## config.mk

```make
export PLATFORM = sky130hd
export DESIGN_NAME = multicycle_ctrl
export DESIGN_NICKNAME = d
export VERILOG_FILES = /design/src/rtl/multicycle_ctrl.sv
export SDC_FILE = /design/constraint.sdc
export NUM_CORES = 1
export LEC_CHECK = 0
export BUFFER_PORTS_ARGS = -buffer_cell sky130_fd_sc_hd__buf_2
export CAP_MARGIN = 20
export CORE_MARGIN = 4
export CORE_UTILIZATION = 25
export DETAILED_ROUTE_END_ITERATION = 12
export GPL_ROUTABILITY_DRIVEN = 0
export PLACE_DENSITY = 0.42
export SYNTH_ARGS = -nofsm -noshare
export SYNTH_HDL_FRONTEND = slang
export SYNTH_SLANG_ARGS = --single-unit
```

## constraint.sdc

```tcl
create_clock -name clk -period 2.5 [get_ports clk]
set_clock_uncertainty 0.1 [all_clocks]
set_input_delay 0.25 -clock clk [delete_from_list [all_inputs] [get_ports clk]]
set_output_delay 0.25 -clock clk [all_outputs]
set_load 0.02 [all_outputs]
```

## src/rtl/multicycle_ctrl.sv

```systemverilog
// Multi-cycle control FSM for the RV32I-subset core: sequences fetch, decode,
// execute, memory and write-back over a shared memory port, with timeout and retire count.
module multicycle_ctrl #(
  parameter int TIMEOUT = 16,
  parameter int CNT_W   = 32
) (
  input  logic             clk,
  input  logic             rstn,
  input  logic             run,
  input  logic [31:0]      instr,
  input  logic             br_eq,
  input  logic             br_lt,
  input  logic             br_ltu,
  input  logic             mem_ack,
  output logic             mem_req,
  output logic             mem_we,
  output logic             mem_addr_src,
  output logic             ir_we,
  output logic             pc_we,
  output logic [1:0]       pc_src,
  output logic             reg_we,
  output logic [1:0]       wb_src,
  output logic             alu_src1,
  output logic             alu_src2,
  output logic [2:0]       alu_op,
  output logic             halted,
  output logic [1:0]       err_code,
  output logic [2:0]       state,
  output logic [CNT_W-1:0] instret
);

  localparam int TW = $clog2(TIMEOUT + 1);

  typedef enum logic [2:0] {
    S_IDLE = 3'd0, S_FETCH = 3'd1, S_DECODE = 3'd2, S_EXEC = 3'd3,
    S_MEM = 3'd4, S_WB = 3'd5, S_HALT = 3'd7
  } state_t;

  typedef enum logic [2:0] {
    C_ALU, C_BR, C_JAL, C_JALR, C_LW, C_SW
  } cls_t;

  state_t        cur, nxt;
  logic [TW-1:0] tcnt;
  logic [1:0]    err_q;
  logic [CNT_W-1:0] cnt_q;

  cls_t       dec_cls, cls_p1;
  logic [2:0] dec_op, op_p1;
  logic       dec_s1, dec_s2, s1_p1, s2_p1;
  logic [1:0] dec_br, br_p1;
  logic       dec_ill;

  logic       ill_hit, to_hit, retire_nxt_run, taken, tmo;

  // Instruction classification; lui/auipc ride the ALU path with imm on port 2
  always_comb begin
    dec_cls = C_ALU;
    dec_op  = 3'b001;
    dec_s1  = 1'b0;
    dec_s2  = 1'b1;
    dec_br  = 2'd0;
    dec_ill = 1'b0;
    case (instr[6:0])
      7'b0010011: begin
        case (instr[14:12])
          3'b000:  dec_op = 3'b001;
          3'b001:  dec_op = 3'b110;
          3'b101:  dec_op = instr[30] ? 3'b111 : 3'b101;
          default: dec_ill = 1'b1;
        endcase
      end
      7'b0110011: begin
        dec_s2 = 1'b0;
        case (instr[14:12])
          3'b000:  dec_op = instr[30] ? 3'b000 : 3'b001;
          3'b100:  dec_op = 3'b100;
          3'b110:  dec_op = 3'b011;
          3'b111:  dec_op = 3'b010;
          default: dec_ill = 1'b1;
        endcase
      end
      7'b0110111: dec_cls = C_ALU;
      7'b0010111: dec_s1 = 1'b1;
      7'b1101111: begin
        dec_cls = C_JAL;
        dec_s1  = 1'b1;
      end
      7'b1100111: begin
        dec_cls = C_JALR;
        dec_ill = (instr[14:12] != 3'b000);
      end
      7'b1100011: begin
        dec_cls = C_BR;
        dec_s2  = 1'b0;
        dec_op  = 3'b000;
        case (instr[14:12])
          3'b000:  dec_br = 2'd0;
          3'b100:  dec_br = 2'd1;
          3'b110:  dec_br = 2'd2;
          default: dec_ill = 1'b1;
        endcase
      end
      7'b0000011: begin
        dec_cls = C_LW;
        dec_ill = (instr[14:12] != 3'b010);
      end
      7'b0100011: begin
        dec_cls = C_SW;
        dec_ill = (instr[14:12] != 3'b010);
      end
      default: dec_ill = 1'b1;
    endcase
  end

  assign taken = (br_p1 == 2'd0 && br_eq) || (br_p1 == 2'd1 && br_lt) ||
                 (br_p1 == 2'd2 && br_ltu);
  assign tmo = (tcnt == TW'(TIMEOUT - 1));
  assign retire_nxt_run = run;

  // Outputs are forced quiet while reset is asserted so an abandoned
  // instruction can never emit a write pulse on its way out.
  always_comb begin
    nxt          = cur;
    mem_req      = 1'b0;
    mem_we       = 1'b0;
    mem_addr_src = 1'b0;
    ir_we        = 1'b0;
    pc_we        = 1'b0;
    pc_src       = 2'b00;
    reg_we       = 1'b0;
    wb_src       = 2'b00;
    alu_src1     = 1'b0;
    alu_src2     = 1'b0;
    alu_op       = 3'b000;
    ill_hit      = 1'b0;
    to_hit       = 1'b0;
    if (rstn) begin
      case (cur)
        S_IDLE: if (run) nxt = S_FETCH;
        S_FETCH: begin
          mem_req = 1'b1;
          if (mem_ack) begin
            ir_we = 1'b1;
            nxt   = S_DECODE;
          end else if (tmo) begin
            to_hit = 1'b1;
            nxt    = S_HALT;
          end
        end
        S_DECODE: begin
          if (dec_ill) begin
            ill_hit = 1'b1;
            nxt     = S_HALT;
          end else begin
            nxt = S_EXEC;
          end
        end
        S_EXEC: begin
          alu_src1 = s1_p1;
          alu_src2 = s2_p1;
          alu_op   = op_p1;
          case (cls_p1)
            C_ALU:  nxt = S_WB;
            C_BR: begin
              pc_we  = 1'b1;
              pc_src = taken ? 2'b01 : 2'b00;
            end
            C_JAL: begin
              reg_we = 1'b1;
              wb_src = 2'b10;
              pc_we  = 1'b1;
              pc_src = 2'b01;
            end
            C_JALR: begin
              reg_we = 1'b1;
              wb_src = 2'b10;
              pc_we  = 1'b1;
              pc_src = 2'b10;
            end
            default: nxt = S_MEM;
          endcase
        end
        S_MEM: begin
          alu_src1     = s1_p1;
          alu_src2     = s2_p1;
          alu_op       = op_p1;
          mem_req      = 1'b1;
          mem_addr_src = 1'b1;
          mem_we       = (cls_p1 == C_SW);
          if (mem_ack) begin
            if (cls_p1 == C_SW) pc_we = 1'b1;
            else nxt = S_WB;
          end else if (tmo) begin
            to_hit = 1'b1;
            nxt    = S_HALT;
          end
        end
        S_WB: begin
          alu_src1 = s1_p1;
          alu_src2 = s2_p1;
          alu_op   = op_p1;
          reg_we   = 1'b1;
          wb_src   = (cls_p1 == C_LW) ? 2'b01 : 2'b00;
          pc_we    = 1'b1;
        end
        S_HALT:  nxt = S_HALT;
        default: nxt = S_IDLE;
      endcase
      if (pc_we) nxt = retire_nxt_run ? S_FETCH : S_IDLE;
    end
  end

  always_ff @(posedge clk) begin
    if (!rstn) begin
      cur    <= S_IDLE;
      tcnt   <= '0;
      err_q  <= 2'b00;
      cnt_q  <= '0;
      cls_p1 <= C_ALU;
      op_p1  <= 3'b000;
      s1_p1  <= 1'b0;
      s2_p1  <= 1'b0;
      br_p1  <= 2'd0;
    end else begin
      cur <= nxt;
      if (!mem_req || mem_ack || nxt != cur) tcnt <= '0;
      else tcnt <= tcnt + 1'b1;
      if (to_hit) err_q <= 2'b10;
      else if (ill_hit) err_q <= 2'b01;
      if (pc_we) cnt_q <= cnt_q + CNT_W'(1);
      if (cur == S_DECODE) begin
        cls_p1 <= dec_cls;
        op_p1  <= dec_op;
        s1_p1  <= dec_s1;
        s2_p1  <= dec_s2;
        br_p1  <= dec_br;
      end
    end
  end

  assign state    = cur;
  assign halted   = (cur == S_HALT);
  assign err_code = err_q;
  assign instret  = cnt_q;

endmodule

```

-- After elaboration in Yosys (flattened, before gate mapping)
Index checks and enable logic that the tools add are counted.
- add/sub/neg operators: 2
- equality and inequality tests: 30
- mux-type cells: 66
- bitwise gates (word level): 1
- reductions and logical operators: 27
- operator list (kind ; number):
    $mux 1 ; 36
    $add 32x1->32 const B ; 1
    $mux 3 ; 10
    $eq 3x3->1 const B ; 9
    $eq 7x6->1 const B ; 3
    $eq 7x7->1 const B ; 3
    $pmux 3 s7 ; 1
    $mux 2 ; 8
    $pmux 3 s5 ; 1
    $reduce_or 3->1 ; 5
    $eq 7x5->1 const B ; 2
    $reduce_or 2->1 ; 7
    $eq 3x2->1 const B ; 4
    $pmux 3 s2 ; 2
    $pmux 3 s4 ; 1
    $eq 3x1->1 const B ; 3
    $logic_not 3->1 ; 3
    $pmux 3 s3 ; 1
    $pmux 2 s2 ; 2
    $eq 7x2->1 const B ; 1
    $pmux 1 s6 ; 1
    $pmux 2 s3 ; 1
    $add 5x1->5 const B ; 1
    $eq 5x4->1 const B ; 1
    14 further kinds ; 19
- bits in registers: 52
- input port bits: 39

-- Depth between registers and ports, before layout
Gate-level depths: netlist (run 1).
- depth in word-level cells: 11
- depth in mapped cells: 8
- mapped depth without buffers: 8

-- Least setup slack after synthesis (run 1)
OpenSTA, ideal clock, no wires.
- kind: register to output
- from: register cur[0] (netlist: state[0])
- to: output port ir_we
- data arrival time: 1688 ps
- data required time: 2150 ps
- setup slack: 462 ps
- cell stages (with the launch flop): 4
- path buffers: 1
- cells stage by stage: dfxtp_1 clkbuf_1 nand2_1 nor4b_1
- longest elaborated chain between the ends: 3
- RTL lines (element ; line ; RTL):
    from (decl) ; 43 ; state_t cur, nxt;
    from (signal assigned) ; 226 ; cur <= nxt;
    $eq 3x1->1 ; 139 ; case (cur)
    $mux 1 ; 139 ;
    $mux 1 ; 138 ; if (rstn) begin
    to (decl) ; 18 ; output logic ir_we,
Every way passes these cells.

-- Final worst setup path (run 1)
- from: register cnt_q[3] (netlist: instret[3])
- to: register cnt_q[31] (netlist: instret[31])
- longest elaborated chain between the ends: 1
- RTL lines (element ; line ; RTL):
    from (decl) ; 46 ; logic [CNT_W-1:0] cnt_q;
    from (signal assigned) ; 231 ; if (pc_we) cnt_q <= cnt_q + CNT_W'(1);
    $add 32x1->32 ; 231 ;
Every way passes these cells.
A chain may end at the register's enable or synchronous reset.

==> impl_metrics.json, run 1 <==
{
  "setup_tns_ns": 0,
  "path_max_fanout": 11,
  "setup_ws_ns": 0.243,
  "crit_slowest_cell": "or4_1",
  "area_growth_pct": 23.8,
  "layout_common_cells": "buf_2, dfxtp_1, a21oi_1",
  "rr_startpoint": "instret[3]$_SDFFE_PN0P_",
  "final_nets": 474,
  "cts_tree": "built",
  "rsz0062_at_grt": "false",
  "max_freq_ghz": 0.443,
  "syn_inst": 361,
  "power_frac_comb_pct": 12.1,
  "async_reset_ff_share_pct": 0,
  "cts_buffers": 5,
  "post_cts_buffers": 0,
  "synth_warnings": 0,
  "min_period_ns": 2.26,
  "cts_root_buffer": "clkbuf_16",
  "drt-total-wl_um": 8650,
  "first_global_vias": 2692,
  "synth_fp_nets": 403,
  "pwr-share-clk_pct": 42.3,
  "final_common_cell": "buf_2",
  "cpPeakStageDelay_ns": 0.51,
  "hold_slack_ns": 0.153,
  "route.antenna.remaining_nets": 0,
  "synth_area_leaders": "dfxtp_1, a21oi_1, o21ai_0, nor2_1, nand2_1",
  "synthSimpleGateAreaFrac_pct": 30.5,
  "max-vdd-ir-drop_v": 0.000318,
  "drv_cap": 0,
  "tightestPinTransition_ns": 0.789,
  "vias_per_cell": 5.09,
  "seq_power_share_pct": 45.7,
  "hold_path.class": "in2reg",
  "fin_crit_sh_pct": 90.3,
  "finalPower_mw": 1.87,
  "drtIter0Drc": 190,
  "syn_area_per_cell_um2": 8.09,
  "grtUsageTotal_pct": 13.1,
  "cts_hold_buf": 0,
  "switchingPower_mw": 0.477,
  "io_buffers": 70,
  "crit_arrival_ns": 2.39,
  "status": "finished, final reports clean",
  "htree_levels": 2,
  "hold_viol_final": 0,
  "dp_slack_ns": 0.236,
  "grt_max_degree": 26,
  "synth-compound-area-share_pct": 23.6,
  "synth_xor_xnor_area_share_pct": 3.90,
  "n_fill_cell": 1268,
  "ys_ff_latch": 52,
  "end_kind": "flop",
  "cts.reportedPaths.clkPinSlew_ns": 0.07,
  "drc_errors": 0,
  "setup_violations": 0,
  "gr-total-overflow": 0,
  "leakage_nw": 1.48,
  "netlist_area_um2": 2920,
  "die_area_um2": 13500,
  "wl_per_cell_um": 15.0,
  "drive_gt1_share_pct": 23.6,
  "final_area_um2": 3620,
  "crit_type": "reg2reg",
  "core_area_um2": 11400,
  "cts_resized": 0,
  "startpoint_type": "flop",
  "powerDensity_nw_per_um2": 517,
  "p_int_mw": 1.39,
  "yosys.area.top_type": "dfxtp_1",
  "worstSkewPairLatency_ns": 0.29,
  "vias": 2933,
  "antenna_found_initial": 0,
  "io_pins": 92,
  "die_h_um": 116,
  "cp-startpoint": "instret[3]$_SDFFE_PN0P_",
  "yosys.area_share.adder_pct": 1.28,
  "postPlaceCellArea_um2": 3450,
  "initial_core_util_pct": 25.6,
  "ff_latch_area_um2": 1040,
  "dpl.hpwl_um": 6420,
  "ys_types": 63,
  "hold_start": "run",
  "synth_edf_count": 0,
  "switching_share_pct": 25.5,
  "worst_ep_required_time_ns": 2.63,
  "diodes": 0,
  "finalMaxSlewViolations": 0,
  "synth_flop_cell": "dfxtp_1",
  "rows": 39,
  "firstDrtPassIters": 5,
  "ys_seq_area_share_pct": 35.6,
  "synth_top_area_share_pct": 35.6,
  "clock-sinks": 52,
  "cts_buffer_depth": 2,
  "grt_pass1_wl_um": 14000,
  "path_cells": "nand4_4 -> nor4_4 -> o211ai_1 -> or4_1 -> a21oi_1",
  "synth_top_family_by_area": "simple AND/OR/NAND/NOR gates",
  "die_w_um": 116,
  "relSlewSlack_pct": 47.2,
  "muxShareOfSynthArea_pct": 0.685,
  "multi_input_area_um2": 1750
}
[power groups by stage]
| stage | logic (mW) | registers [mW] | clock network (mW) |
|---|---|---|---|
| 6_report | 0.225 | 0.854 | 0.791 |
| 2_1_floorplan | 0.133 | 0.880 | 0 |
| 3_3_place_gp | 0.226 | 0.873 | 0 |
| 4_1_cts | 0.228 | 0.854 | 0.818 |
| 5_1_grt | 0.253 | 0.856 | 0.839 |
| 3_5_place_dp | 0.227 | 0.873 | 0 |
[cell usage after synthesis, drive strengths merged (10+ instances only)]
master and count:
o21ai 29, and3 14, nand3 12, clkbuf 13
dfxtp 52, nor3 11, nand2 27, xor2 11
inv 10, or3 11, nor2 30, a21oi 35
[state kept, by name (all words and copies together) (netlist names)]
name and cells:
br_p1 2, cls_p1 3, err_code 2, instret 32
op_p1 3, s1_p1 1, s2_p1 1, state 3
tcnt 5
[through the flow]
step                      util (%)  instances
after floorplan                  -        361
after global placement        30.2        568
after detailed placement      30.2        568
after CTS                     31.7        576
after global routing          31.7        576
final                         31.7        576
[final cells by class]
type / instances / area share (%)
Clock inverter: 2 / 0.969
Clock buffer: 6 / 3.56
Multi-Input combinational cell: 280 / 48.4
Inverter: 11 / 1.14
Timing Repair Buffer: 82 / 12.2
Tap cell: 143 / 4.95
Sequential cell: 52 / 28.8
[worst max-delay path: cells and delay by family (launching register included)]
kind | cells | cell delay (ns)
AOI/OAI and AO/OA | 2 | 0.55
DFF | 1 | 0.46
and+or+nand+nor | 3 | 1.09
[final timing paths]
| check | depth (start not counted) | end | slack (ns) |
|---|---|---|---|
| worst max-delay path | 5 | instret[31]$_SDFFE_PN0P_ | 0.24 |
| worst min-delay path | 3 | state[0]$_SDFF_PN0_ | 0.15 |
| worst max register to register | 5 | instret[31]$_SDFFE_PN0P_ | 0.24 |
| worst min register to register | 1 | tcnt[0]$_SDFF_PP0_ | 0.35 |
[kinds of logic after synthesis]
family	count (synthesis)
muxes	2
AOI/OAI and AO/OA	108
DFF	52
xor gates and xnor gates	13
adders and majority gates	3
and+or+nand+nor	154
buffers and inverters	29
[routing by layer]
layer	GRT usage (%)	share of wire [%]	vias up
li1	-	-	1489
met1	18.2	48	1359
met2	20.6	46	75
met3	2.59	4.7	10
met4	3.56	1.4	0
met5	0	0	-
(Power assumes the default switching activity.)
==> run 2, diff against run 1 <==
--- a/config.mk
+++ b/config.mk
@@ -6,8 +6,7 @@
 export NUM_CORES = 1
 export LEC_CHECK = 0
 export BUFFER_PORTS_ARGS = -buffer_cell sky130_fd_sc_hd__buf_2
-export CAP_MARGIN = 20
-export CORE_MARGIN = 4
+export CORE_MARGIN = 10
 export CORE_UTILIZATION = 25
 export DETAILED_ROUTE_END_ITERATION = 12
 export GPL_ROUTABILITY_DRIVEN = 0
==> impl_metrics.json, run 2 (synthesis gave the netlist of run 1 again) <==
{
  "status": "finished, final reports clean",
  "max-vdd-ir-drop_v": 0.000266,
  "first_global_vias": 2824,
  "max_freq_ghz": 0.443,
  "rr_startpoint": "instret[3]$_SDFFE_PN0P_",
  "setup_violations": 0,
  "cts_buffers": 5,
  "core_area_um2": 11400,
  "powerDensity_nw_per_um2": 493,
  "switchingPower_mw": 0.479,
  "io_buffers": 70,
  "hold_path_depth": 3,
  "path_cells": "o21bai_2 -> o22ai_4 -> buf_4 -> nor2_1 -> nor2_1 -> buf_2",
  "dpl.hpwl_um": 6820,
  "drtIter0Drc": 142,
  "die_h_um": 128,
  "pwr-share-clk_pct": 38.9,
  "end_kind": "output port",
  "cts_hold_buf": 0,
  "postPlaceCellArea_um2": 3440,
  "worstSkewPairLatency_ns": 0.30,
  "die_w_um": 128,
  "seq_power_share_pct": 48.5,
  "drive_gt1_share_pct": 23.3,
  "final_area_um2": 3580,
  "wl_per_cell_um": 15.9,
  "cts_buffer_depth": 2,
  "crit_type": "reg2out",
  "die_area_um2": 16400,
  "worst_ep_required_time_ns": 2.15,
  "diodes": 0,
  "htree_levels": 2,
  "startpoint_type": "flop",
  "switching_share_pct": 27.2,
  "largest_reg_flops": 32,
  "power_frac_comb_pct": 12.6,
  "clock-sinks": 52,
  "crit_slowest_cell": "dfxtp_1",
  "area_growth_pct": 22.4,
  "cts_root_buffer": "clkbuf_16",
  "finalMaxSlewViolations": 0,
  "cts_resized": 0,
  "grtUsageTotal_pct": 11.1,
  "n_fill_cell": 1276,
  "final_nets": 472,
  "vias": 2929,
  "drt-total-wl_um": 9090,
  "crit_arrival_ns": 1.91,
  "p_int_mw": 1.28,
  "drv_cap": 0,
  "hold_viol_final": 0,
  "post_cts_buffers": 0,
  "final_common_cell": "buf_2",
  "cpMostUsedCell": "nor2_1",
  "rows": 39,
  "cts.reportedPaths.clkPinSlew_ns": 0.07,
  "relSlewSlack_pct": 51.2,
  "cpPeakStageDelay_ns": 0.56,
  "vias_per_cell": 5.11,
  "initial_core_util_pct": 25.6,
  "rsz0062_at_grt": "false",
  "leakage_nw": 1.46,
  "min_period_ns": 2.26,
  "firstDrtPassIters": 4,
  "hold_path.class": "in2reg",
  "drc_errors": 0,
  "grt_pass1_wl_um": 14900,
  "gr-total-overflow": 0,
  "reg2reg_setup_slack_ns": 0.26,
  "cts_tree": "built",
  "reg2regPathDepth": 5,
  "antenna_found_initial": 0,
  "path_max_fanout": 9,
  "layout_common_cells": "buf_2, dfxtp_1, a21oi_1",
  "setup_tns_ns": 0,
  "hold_start": "run",
  "whs_endpoint": "state[0]$_SDFF_PN0_",
  "fin_crit_sh_pct": 90.3,
  "io_pins": 92,
  "route.antenna.remaining_nets": 0,
  "tightestPinTransition_ns": 0.728,
  "worstReg2RegEnd": "instret[31]$_SDFFE_PN0P_",
  "grt_max_degree": 38
}
## run 2: cell type report
cell class              instances  area (µm²)  share of cell area [%]
multi-input cells             280        1750                    49.0
clock buffers                   5         125                    3.50
inverters                      11        41.3                    1.15
clock inverters                 2        12.5                   0.350
flip-flops and latches         52        1040                    29.1
well taps                     143         179                    5.00
repair buffers                 80         425                    11.9
## run 2: stage by stage
step | utilization, % | instances | total power, mW | hold WS [ns] | setup WS [ns]
after floorplan | - | 361 | 1.01 | 0.312 | 0.462
after global placement | 30.1 | 566 | 1.10 | 0.337 | 0.265
after detailed placement | 30.1 | 566 | 1.10 | 0.335 | 0.250
after CTS | 31.3 | 573 | 1.79 | 0.140 | 0.219
after global routing | 31.3 | 573 | 1.86 | 0.166 | 0.0560
final | 31.3 | 573 | 1.76 | 0.147 | 0.242
## run 2: worst max-delay path by stage
stage          depth (start not counted)  slack (ns)                        to                startpoint
3_5_place_dp                           5        0.25  instret[31]$_SDFFE_PN0P_  instret[12]$_SDFFE_PN0P_
3_3_place_gp                           5        0.27  instret[31]$_SDFFE_PN0P_   instret[3]$_SDFFE_PN0P_
6_report                               6        0.24                     pc_we    cls_p1[0]$_SDFFE_PN0P_
4_1_cts                                6        0.22                     pc_we    cls_p1[0]$_SDFFE_PN0P_
5_1_grt                                5        0.06  instret[31]$_SDFFE_PN0P_  instret[12]$_SDFFE_PN0P_
2_1_floorplan                          3        0.46                     ir_we       state[0]$_SDFF_PN0_
## run 2: worst max-delay path, delay by kind of cell (launching register included)
| kind | cells | cell delay [ns] |
|---|---|---|
| AOI/OAI and AO/OA | 2 | 0.46 |
| DFF | 1 | 0.56 |
| and+or+nand+nor | 2 | 0.18 |
| buffers and inverters | 2 | 0.41 |
## run 2: power by group through the flow
stage	clock [mW]	combinational, mW	sequential [mW]
after floorplan	0	0.133	0.880
after global placement	0	0.222	0.874
after detailed placement	0	0.223	0.874
after CTS	0.717	0.223	0.855
after global routing	0.757	0.248	0.858
final	0.686	0.222	0.855
## run 2: routing by layer
metal	part of all wire, %	track usage (%)	vias to the layer above
li1	-	-	1478
met1	47	14.1	1385
met2	46	17.3	59
met3	6.1	4.05	7
met4	1.1	3.18	0
met5	0	0	-
